==> config.mk <==
export PLATFORM = sky130hd
export DESIGN_NAME = sync_fifo_param_flat
export DESIGN_NICKNAME = d
export VERILOG_FILES = /design/src/rtl/sync_fifo_pkg.sv /design/src/rtl/sync_fifo_param_if.sv /design/src/rtl/sync_fifo_mem.sv /design/src/rtl/sync_fifo_param.sv /design/src/flat_wrapper.sv
export SDC_FILE = /design/constraint.sdc
export NUM_CORES = 1
export LEC_CHECK = 0
export CAP_MARGIN = 15
export CORE_ASPECT_RATIO = 1.1
export CORE_UTILIZATION = 50
export CTS_CLUSTER_DIAMETER = 150
export CTS_CLUSTER_SIZE = 20
export DETAILED_ROUTE_END_ITERATION = 10
export PLACE_DENSITY = 0.71
export SYNTH_ARGS = -nofsm -noshare
export SYNTH_HDL_FRONTEND = slang
export SYNTH_SLANG_ARGS = --single-unit
==> constraint.sdc <==
create_clock -name clk -period 3.3 [get_ports clk]
set_clock_uncertainty 0.15 [all_clocks]
set_input_delay 0.495 -clock clk [delete_from_list [all_inputs] [get_ports clk]]
set_output_delay 0.495 -clock clk [all_outputs]
set_load 0.01 [all_outputs]
==> src/rtl/sync_fifo_pkg.sv <==
// ============================================================================
//  Module      : sync_fifo_pkg
//  Description : Shared types and elaboration-time helpers for the
//                parametrised synchronous FIFO: pointer/count width helpers,
//                the packed status struct, the status decoder and the
//                parameter legality check.
//  Macros      : none here (SYNC_FIFO_ERR_EN is consumed by sync_fifo_param)
//  Revision    : 1.0 - initial release
// ============================================================================
`default_nettype none

package sync_fifo_pkg;

   typedef struct packed {
      logic full;
      logic empty;
      logic almost_full;
      logic almost_empty;
   } fifo_status_t;

   // Pointer width; a single-entry array would still need one address bit.
   function automatic int ptr_w(input int depth);
      return (depth > 1) ? $clog2(depth) : 1;
   endfunction

   // Occupancy width: one extra bit so that DEPTH itself is representable.
   function automatic int cnt_w(input int depth);
      return $clog2(depth) + 1;
   endfunction

   function automatic bit is_pow2(input int v);
      return (v > 0) && ((v & (v - 1)) == 0);
   endfunction

   function automatic bit params_legal(input int data_w, input int depth,
                                       input int af_level, input int ae_level);
      return (data_w >= 1) && (depth >= 4) && is_pow2(depth) &&
             (ae_level < af_level) && (af_level <= depth);
   endfunction

   // All flags are pure decodes of the registered occupancy.
   function automatic fifo_status_t decode_status(input int cnt, input int depth,
                                                  input int af_level, input int ae_level);
      fifo_status_t s;
      s.full         = (cnt == depth);
      s.empty        = (cnt == 0);
      s.almost_full  = (cnt >= af_level);
      s.almost_empty = (cnt <= ae_level);
      return s;
   endfunction

endpackage

`default_nettype wire

==> src/rtl/sync_fifo_param_if.sv <==
// ============================================================================
//  Module      : sync_fifo_param_if
//  Description : Producer/consumer bus of the synchronous FIFO.
//                master : drives wr, din, rd, err_clr; observes the rest
//                slave  : the FIFO itself
//  Ports       : wr, din, rd, err_clr, dout, full, empty, almost_full,
//                almost_empty, fifo_cnt, overflow, underflow
//  Revision    : 1.0 - initial release
// ============================================================================
`default_nettype none

interface sync_fifo_param_if
   import sync_fifo_pkg::*;
#(
   parameter int DATA_W = 8,
   parameter int DEPTH  = 16
);
   localparam int CNT_W = cnt_w(DEPTH);

   logic              wr;
   logic [DATA_W-1:0] din;
   logic              rd;
   logic              err_clr;
   logic [DATA_W-1:0] dout;
   logic              full;
   logic              empty;
   logic              almost_full;
   logic              almost_empty;
   logic [CNT_W-1:0]  fifo_cnt;
   logic              overflow;
   logic              underflow;

   modport master (
      output wr, din, rd, err_clr,
      input  dout, full, empty, almost_full, almost_empty, fifo_cnt,
             overflow, underflow
   );

   modport slave (
      input  wr, din, rd, err_clr,
      output dout, full, empty, almost_full, almost_empty, fifo_cnt,
             overflow, underflow
   );

endinterface

`default_nettype wire

==> src/rtl/sync_fifo_mem.sv <==
// ============================================================================
//  Module      : sync_fifo_mem
//  Description : Simple dual-port storage array: one write port, one read
//                port with a registered output. The output register resets to
//                zero and holds its value when no read is requested. The
//                array itself is not reset.
//  Ports       : clk, rst, i_we, i_waddr, i_wdata, i_re, i_raddr, o_rdata
//  Revision    : 1.0 - initial release
// ============================================================================
`default_nettype none

module sync_fifo_mem
   import sync_fifo_pkg::*;
#(
   parameter int DATA_W = 8,
   parameter int DEPTH  = 16,
   parameter int ADDR_W = ptr_w(DEPTH)
) (
   input  wire logic              clk,
   input  wire logic              rst,
   input  wire logic              i_we,
   input  wire logic [ADDR_W-1:0] i_waddr,
   input  wire logic [DATA_W-1:0] i_wdata,
   input  wire logic              i_re,
   input  wire logic [ADDR_W-1:0] i_raddr,
   output logic      [DATA_W-1:0] o_rdata
);

   logic [DATA_W-1:0] mem_q [DEPTH];
   logic [DATA_W-1:0] rdata_q;
   logic [DATA_W-1:0] rdata_d;

   always_ff @(posedge clk) begin
      if (i_we) begin
         mem_q[i_waddr] <= i_wdata;
      end
   end

   // Read samples the array before this edge's write lands, so a read and a
   // write to the same slot (full FIFO) return the old word.
   always_comb begin
      rdata_d = rdata_q;
      if (i_re) begin
         rdata_d = mem_q[i_raddr];
      end
   end

   always_ff @(posedge clk) begin
      if (rst) begin
         rdata_q <= '0;
      end else begin
         rdata_q <= rdata_d;
      end
   end

   assign o_rdata = rdata_q;

endmodule

`default_nettype wire

==> src/rtl/sync_fifo_param.sv <==
// ============================================================================
//  Module      : sync_fifo_param
//  Description : Parametrised single-clock FIFO with programmable
//                almost-full/almost-empty thresholds and optional sticky
//                overflow/underflow flags.
//  Ports       : clk  - sole clock (posedge)
//                rst  - synchronous active-high reset
//                bus  - sync_fifo_param_if.slave (wr, din, rd, err_clr in;
//                       dout, full, empty, almost_full, almost_empty,
//                       fifo_cnt, overflow, underflow out)
//  Macros      : SYNC_FIFO_ERR_EN - enables the sticky overflow/underflow
//                flags; when undefined both read 0 and err_clr is ignored.
//  Revision    : 1.0 - initial release
// ============================================================================
`default_nettype none

module sync_fifo_param
   import sync_fifo_pkg::*;
#(
   parameter int DATA_W   = 8,
   parameter int DEPTH    = 16,
   parameter int AF_LEVEL = DEPTH - 2,
   parameter int AE_LEVEL = 2
) (
   input wire logic          clk,
   input wire logic          rst,
   sync_fifo_param_if.slave  bus
);

   localparam int PTR_W = ptr_w(DEPTH);
   localparam int CNT_W = cnt_w(DEPTH);

   generate
      if (!params_legal(DATA_W, DEPTH, AF_LEVEL, AE_LEVEL)) begin : g_param_chk
         $error("sync_fifo_param: illegal DATA_W/DEPTH/AF_LEVEL/AE_LEVEL");
      end
   endgenerate

   logic [PTR_W-1:0]  wr_ptr_q, wr_ptr_d;
   logic [PTR_W-1:0]  rd_ptr_q, rd_ptr_d;
   logic [CNT_W-1:0]  cnt_q,    cnt_d;
   logic [DATA_W-1:0] dout;
   fifo_status_t      status;
   logic              wr_acc;
   logic              rd_acc;

   always_comb begin
      status = decode_status(int'(cnt_q), DEPTH, AF_LEVEL, AE_LEVEL);
   end

   // A read is only refused when empty. A write is refused when full unless
   // a read frees a slot on the same edge, which keeps full-rate streaming
   // at DEPTH occupancy. No bypass when empty: the read is simply dropped.
   always_comb begin
      rd_acc = bus.rd && !status.empty;
      wr_acc = bus.wr && (!status.full || rd_acc);
   end

   always_comb begin
      wr_ptr_d = wr_ptr_q;
      rd_ptr_d = rd_ptr_q;
      cnt_d    = cnt_q;
      if (wr_acc) begin
         wr_ptr_d = wr_ptr_q + PTR_W'(1);
      end
      if (rd_acc) begin
         rd_ptr_d = rd_ptr_q + PTR_W'(1);
      end
      case ({wr_acc, rd_acc})
         2'b10:   cnt_d = cnt_q + CNT_W'(1);
         2'b01:   cnt_d = cnt_q - CNT_W'(1);
         default: cnt_d = cnt_q;
      endcase
   end

   always_ff @(posedge clk) begin
      if (rst) begin
         wr_ptr_q <= '0;
         rd_ptr_q <= '0;
         cnt_q    <= '0;
      end else begin
         wr_ptr_q <= wr_ptr_d;
         rd_ptr_q <= rd_ptr_d;
         cnt_q    <= cnt_d;
      end
   end

   sync_fifo_mem #(
      .DATA_W (DATA_W),
      .DEPTH  (DEPTH),
      .ADDR_W (PTR_W)
   ) u_mem (
      .clk     (clk),
      .rst     (rst),
      .i_we    (wr_acc),
      .i_waddr (wr_ptr_q),
      .i_wdata (bus.din),
      .i_re    (rd_acc),
      .i_raddr (rd_ptr_q),
      .o_rdata (dout)
   );

`ifdef SYNC_FIFO_ERR_EN
   logic overflow_q,  overflow_d;
   logic underflow_q, underflow_d;

   // Error attempts are judged on the raw request against the registered
   // flags; a fresh error outranks a clear on the same edge.
   always_comb begin
      overflow_d  = overflow_q;
      underflow_d = underflow_q;
      if (bus.err_clr) begin
         overflow_d  = 1'b0;
         underflow_d = 1'b0;
      end
      if (bus.wr && status.full) begin
         overflow_d = 1'b1;
      end
      if (bus.rd && status.empty) begin
         underflow_d = 1'b1;
      end
   end

   always_ff @(posedge clk) begin
      if (rst) begin
         overflow_q  <= 1'b0;
         underflow_q <= 1'b0;
      end else begin
         overflow_q  <= overflow_d;
         underflow_q <= underflow_d;
      end
   end

   assign bus.overflow  = overflow_q;
   assign bus.underflow = underflow_q;
`else
   logic unused_err_clr;
   assign unused_err_clr = bus.err_clr;
   assign bus.overflow   = 1'b0;
   assign bus.underflow  = 1'b0;
`endif

   assign bus.dout         = dout;
   assign bus.fifo_cnt     = cnt_q;
   assign bus.full         = status.full;
   assign bus.empty        = status.empty;
   assign bus.almost_full  = status.almost_full;
   assign bus.almost_empty = status.almost_empty;

endmodule

`default_nettype wire

==> src/flat_wrapper.sv <==
// flat-port wrapper written by rule: the top's interface ports become plain ports
module sync_fifo_param_flat import sync_fifo_pkg::*;
#(
   parameter int DATA_W   = 8,
   parameter int DEPTH    = 16,
   parameter int AF_LEVEL = DEPTH - 2,
   parameter int AE_LEVEL = 2
)
  (clk, rst, bus_wr, bus_din, bus_rd, bus_err_clr, bus_dout, bus_full, bus_empty, bus_almost_full, bus_almost_empty, bus_fifo_cnt, bus_overflow, bus_underflow);
  sync_fifo_param_if #(.DATA_W(DATA_W), .DEPTH(DEPTH)) bus_i ();
  input wire logic clk;
  input wire logic rst;
  input wire logic [$bits(bus_i.wr)-1:0] bus_wr;
  input wire logic [$bits(bus_i.din)-1:0] bus_din;
  input wire logic [$bits(bus_i.rd)-1:0] bus_rd;
  input wire logic [$bits(bus_i.err_clr)-1:0] bus_err_clr;
  output wire logic [$bits(bus_i.dout)-1:0] bus_dout;
  output wire logic [$bits(bus_i.full)-1:0] bus_full;
  output wire logic [$bits(bus_i.empty)-1:0] bus_empty;
  output wire logic [$bits(bus_i.almost_full)-1:0] bus_almost_full;
  output wire logic [$bits(bus_i.almost_empty)-1:0] bus_almost_empty;
  output wire logic [$bits(bus_i.fifo_cnt)-1:0] bus_fifo_cnt;
  output wire logic [$bits(bus_i.overflow)-1:0] bus_overflow;
  output wire logic [$bits(bus_i.underflow)-1:0] bus_underflow;
  assign bus_i.wr = bus_wr;
  assign bus_i.din = bus_din;
  assign bus_i.rd = bus_rd;
  assign bus_i.err_clr = bus_err_clr;
  assign bus_dout = bus_i.dout;
  assign bus_full = bus_i.full;
  assign bus_empty = bus_i.empty;
  assign bus_almost_full = bus_i.almost_full;
  assign bus_almost_empty = bus_i.almost_empty;
  assign bus_fifo_cnt = bus_i.fifo_cnt;
  assign bus_overflow = bus_i.overflow;
  assign bus_underflow = bus_i.underflow;
  sync_fifo_param #(.DATA_W(DATA_W), .DEPTH(DEPTH), .AF_LEVEL(AF_LEVEL), .AE_LEVEL(AE_LEVEL)) u_core (.clk(clk), .rst(rst), .bus(bus_i));
endmodule
==> reports/summary.txt <==
========================================================================================================
Weighted congestion reported at the end of routability-driven placement ...................       0.8109
Maximum frequency from static timing analysis .............................................    320.0 MHz
Transition time at the pin with the least slew margin .....................................    0.8439 ns
Library cells used by synthesis ...........................................................           38
Layout Cell Area excl Fill ................................................................ 0.007121 sq mm
Share of power burned in the clock network ................................................        37.6%
Initial Utilization .......................................................................       51.66%
Mean cell area of the mapped netlist ......................................................  16.25 sq um
Delay of the slowest cell on the worst path ...............................................      0.55 ns
CP required ...............................................................................      3.45 ns
Antenna violations before repair ..........................................................            0
Slowest CP cell ...........................................................................        or4_4
Max Fanout on Critical Path ...............................................................            4
Max_slew headroom .........................................................................       43.56%
Diodes inserted ...........................................................................            0
Arrival time reported for the critical path endpoint ......................................      3.28 ns
Worst Setup Slack post-DPL ................................................................  -0.05690 ns
Cell accounting for the most synthesized area .............................................     edfxtp_1
# H-tree levels ...........................................................................            4
Buffers on Ports ..........................................................................           28
Smallest setup slack after layout .........................................................    0.1751 ns
Sequential share of power .................................................................        42.5%
Post-CTS clock slew at the launch and capture registers of the worst setup and hold paths .      0.06 ns
Per-cell routed wire length ...............................................................     19.71 um
Critical Path Most Common Cell ............................................................        inv_1
Half-perimeter wire length after detailed placement .......................................     7.074 mm
Commonest cells in the synthesized netlist ................................................ edfxtp_1 (128), nor2_1 (47), mux2i_1 (34)
Total number of vias ......................................................................         3204
Sequential cell area fraction in the yosys report .........................................       71.51%
Internal portion of total power ...........................................................      3942 uW
Clock latency on the worst-skew pair ......................................................      0.41 ns
Startpoint-to-endpoint class of the critical path ......................................... flop to flop
Max-capacitance violation count ...........................................................            0
Final worst-path cycle share ..............................................................       94.69%
Num CTS Buffers ...........................................................................           17
Classification of the worst-slack hold path ............................................... flop to flop
Source of the worst register-to-register timing path ...................................... u_core.bus.fifo_cnt[0]$_SDFFE_PP0P_
Total power draw ..........................................................................      5253 uW
Number of cells produced by synthesis .....................................................          367
CP Launch Type ............................................................................         flop
Setup crit end kind .......................................................................         flop
Global routing usage summed across all routing layers .....................................       19.72%
Proportion of layout cells with a drive suffix above 1 ....................................       18.22%
I/O pin count .............................................................................           32
Psw .......................................................................................      1312 uW
Part of the power in combinational logic ..................................................        20.0%
Worst reg-to-reg path cell count ..........................................................           11
Area contributors post-synth .............................................................. edfxtp_1 (64%), dfxtp_1 (7.0%), mux4_2 (6.0%)
Final nets ................................................................................          439
Buffer type at the clock tree root ........................................................    clkbuf_16
End of the worst register-to-register path ................................................ u_core.bus.fifo_cnt[4]$_SDFFE_PP0P_
Crit path launch .......................................................................... u_core.bus.fifo_cnt[0]$_SDFFE_PP0P_
Number of global-route vias before repair .................................................         3084
Areal power density over the cells ........................................................ 737.7 mW/mm^2
First-pass GRT wire length ................................................................     17.19 mm
Detailed-route DRC error count ............................................................            0
Count of routing violations after the opening detailed-route iteration ....................          191
Number of warnings reported in the yosys synthesis log ....................................            0
Primary flip-flop cell chosen by synthesis mapping ........................................     edfxtp_1
Outcome ................................................................................... complete, no violations
Worst Hold Margin .........................................................................    0.3596 ns
Final critical-path required period .......................................................     3.125 ns
Cell area reported after detailed placement ............................................... 0.006502 sq mm
Most frequently used cell type in the post-synthesis netlist ..............................     edfxtp_1
Final Slew Violations .....................................................................            0
Area overhead of the layout relative to synthesis .........................................       19.41%
Hold violation total from the final report ................................................            0
Die boundary height .......................................................................     116.5 um
Post-synthesis instance area .............................................................. 0.005963 sq mm
Via-to-Cell Ratio .........................................................................        5.543
CTS tree ..................................................................................          yes
Width of the chip .........................................................................     106.1 um
Slack of the worst reg-to-reg path ........................................................      0.18 ns
Core area ................................................................................. 0.01154 sq mm
Area fraction of the dominant cell type after synthesis ...................................       64.46%
Unrepaired setup endpoints after global routing ...........................................        false
Number of nets still failing antenna checks after routing .................................            0
Worst-path cell chain ..................................................................... or4_4 > o31a_1 > inv_1 > ha_2 > inv_1 > fa_2 > nor2b_2 > o21ai_1 > nand3_1 > or3b_2 > mux2_2
Router iterations before antenna repair ...................................................            4
Timing endpoint of the critical path ...................................................... u_core.bus.fifo_cnt[4]$_SDFFE_PP0P_
Total detailed-routing wirelength .........................................................     11.39 mm
Share of synthesized flip-flops with an asynchronous set or reset .........................           0%
Grt total ovfl ............................................................................            0
Number of flip-flops and latches in the synthesized netlist ...............................          149
Area enclosed by the die boundary ......................................................... 0.01237 sq mm
Static power due to leakage ...............................................................  0.002333 uW
Number of enable flip-flop cells after synthesis ..........................................          128
Setup-violating endpoint count in the final report ........................................            0
Pin count of the biggest net entering global routing ......................................           27
Maximum buffer depth of the clock tree ....................................................            2
Row Count .................................................................................           41
Worst IR drop on VDD ......................................................................    0.4953 mV
Fin util ..................................................................................       61.69%
Number of clock sinks .....................................................................          149
Switching Share ...........................................................................       24.97%
========================================================================================================
==> sequential cells by signal, indices dropped and copies added (netlist names) <==
register	count
u_core.u_mem.o_rdata	8
u_core.u_mem.mem_q	128
u_core.bus.fifo_cnt	5
u_core.rd_ptr_q	4
u_core.wr_ptr_q	4
==> cells by family after synthesis <==
logic type | synth area share, %
AO/OA/AOI/OAI | 4.910
XOR/XNOR | 1.175
adder cells (fa/ha/maj) | 2.224
buffers and inverters | 2.413
flip-flops | 71.51
multiplexers | 11.94
other | 0.06289
AND/OR/NAND/NOR | 5.770
==> layout make-up <==
type / count / area [sq um]
timing repair buffer: 52 / 460.4
clock buffer: 18 / 429.2
fill: 842 / 4422
inverter: 8 / 30.03
clock inverter: 13 / 181.4
sequential: 149 / 4265
tap: 150 / 187.7
multi-input combinational: 188 / 1567
==> metal layers <==
layer | vias to the layer above | share of wire [%] | GRT usage, %
met2 | 82 | 48 | 31.43
li1 | 1508 | - | -
met4 | 0 | 0.97 | 6.481
met5 | - | 0 | 0
met3 | 9 | 3.7 | 5.525
met1 | 1605 | 47 | 26.41
==> worst min path at each step <==
stage | start | to | slack [ns] | cells past startpoint
floorplan | u_core.u_mem.o_rdata[0]$_SDFFE_PP0P_ | u_core.u_mem.o_rdata[0]$_SDFFE_PP0P_ | 0.37 | 2
global placement | u_core.u_mem.o_rdata[5]$_SDFFE_PP0P_ | u_core.u_mem.o_rdata[5]$_SDFFE_PP0P_ | 0.34 | 2
detailed placement | u_core.u_mem.o_rdata[3]$_SDFFE_PP0P_ | u_core.u_mem.o_rdata[3]$_SDFFE_PP0P_ | 0.35 | 2
CTS | u_core.u_mem.o_rdata[3]$_SDFFE_PP0P_ | u_core.u_mem.o_rdata[3]$_SDFFE_PP0P_ | 0.36 | 2
global route | u_core.u_mem.o_rdata[5]$_SDFFE_PP0P_ | u_core.u_mem.o_rdata[5]$_SDFFE_PP0P_ | 0.39 | 2
finish | u_core.u_mem.o_rdata[7]$_SDFFE_PP0P_ | u_core.u_mem.o_rdata[7]$_SDFFE_PP0P_ | 0.36 | 2
==> power groups by stage <==
| stage | Clock (uW) | Sequential [uW] | Combinational [uW] |
|---|---|---|---|
| after floorplan | 0 | 2300 | 584 |
| final | 1970 | 2230 | 1050 |
| after detailed placement | 0 | 2270 | 1050 |
| after CTS | 2000 | 2230 | 1050 |
| after global placement | 0 | 2260 | 1020 |
| after global routing | 2080 | 2240 | 1150 |
==> worst max-delay path: cells and delay by family (launching register included) <==
family          cells  cell delay (ns)
mux                 1             0.29
buf+inv             2             0.15
flops               1             0.31
fa+ha+maj           2             0.55
simple gates        4             1.21
compound gates      2             0.36
==> placed cells by master, fill, tap and decap left out, types with 2 or more instances in the layout <==
| cell type | count |
|---|---|
| o22ai_1 | 16 |
| xor2_1 | 5 |
| bufinv_16 | 4 |
| clkinv_4 | 3 |
| clkinv_2 | 3 |
| nand2b_1 | 2 |
| clkbuf_16 | 17 |
| edfxtp_1 | 128 |
| nand3_1 | 3 |
| xnor2_1 | 3 |
| nor3_1 | 5 |
| buf_4 | 24 |
| dfxtp_1 | 20 |
| mux4_2 | 16 |
| nor2b_1 | 3 |
| nor2_1 | 47 |
| mux2i_1 | 34 |
| nand2_1 | 7 |
| inv_1 | 8 |
| a311oi_1 | 8 |
| clkdlybuf4s50_1 | 28 |
| a21oi_1 | 5 |
| ha_1 | 8 |
| conb_1 | 2 |
| a22oi_1 | 8 |
==> through the flow <==
stage | setup TNS [ns] | cells
5_1_grt | 0 | 578
4_1_cts | 0 | 578
2_1_floorplan | 0 | 368
3_3_place_gp | 0 | 547
3_5_place_dp | -0.05690 | 547
6_report | 0 | 578
==> timing repair <==
action                                  4_1_cts  5_1_grt
hold endpoints to repair                      0        0
gates resized for setup                       0        4
buffers inserted                              0        0
endpoints found under the setup margin        0        1
hold buffers                                  0        0
Note: power is estimated with default switching activity, not from simulation.
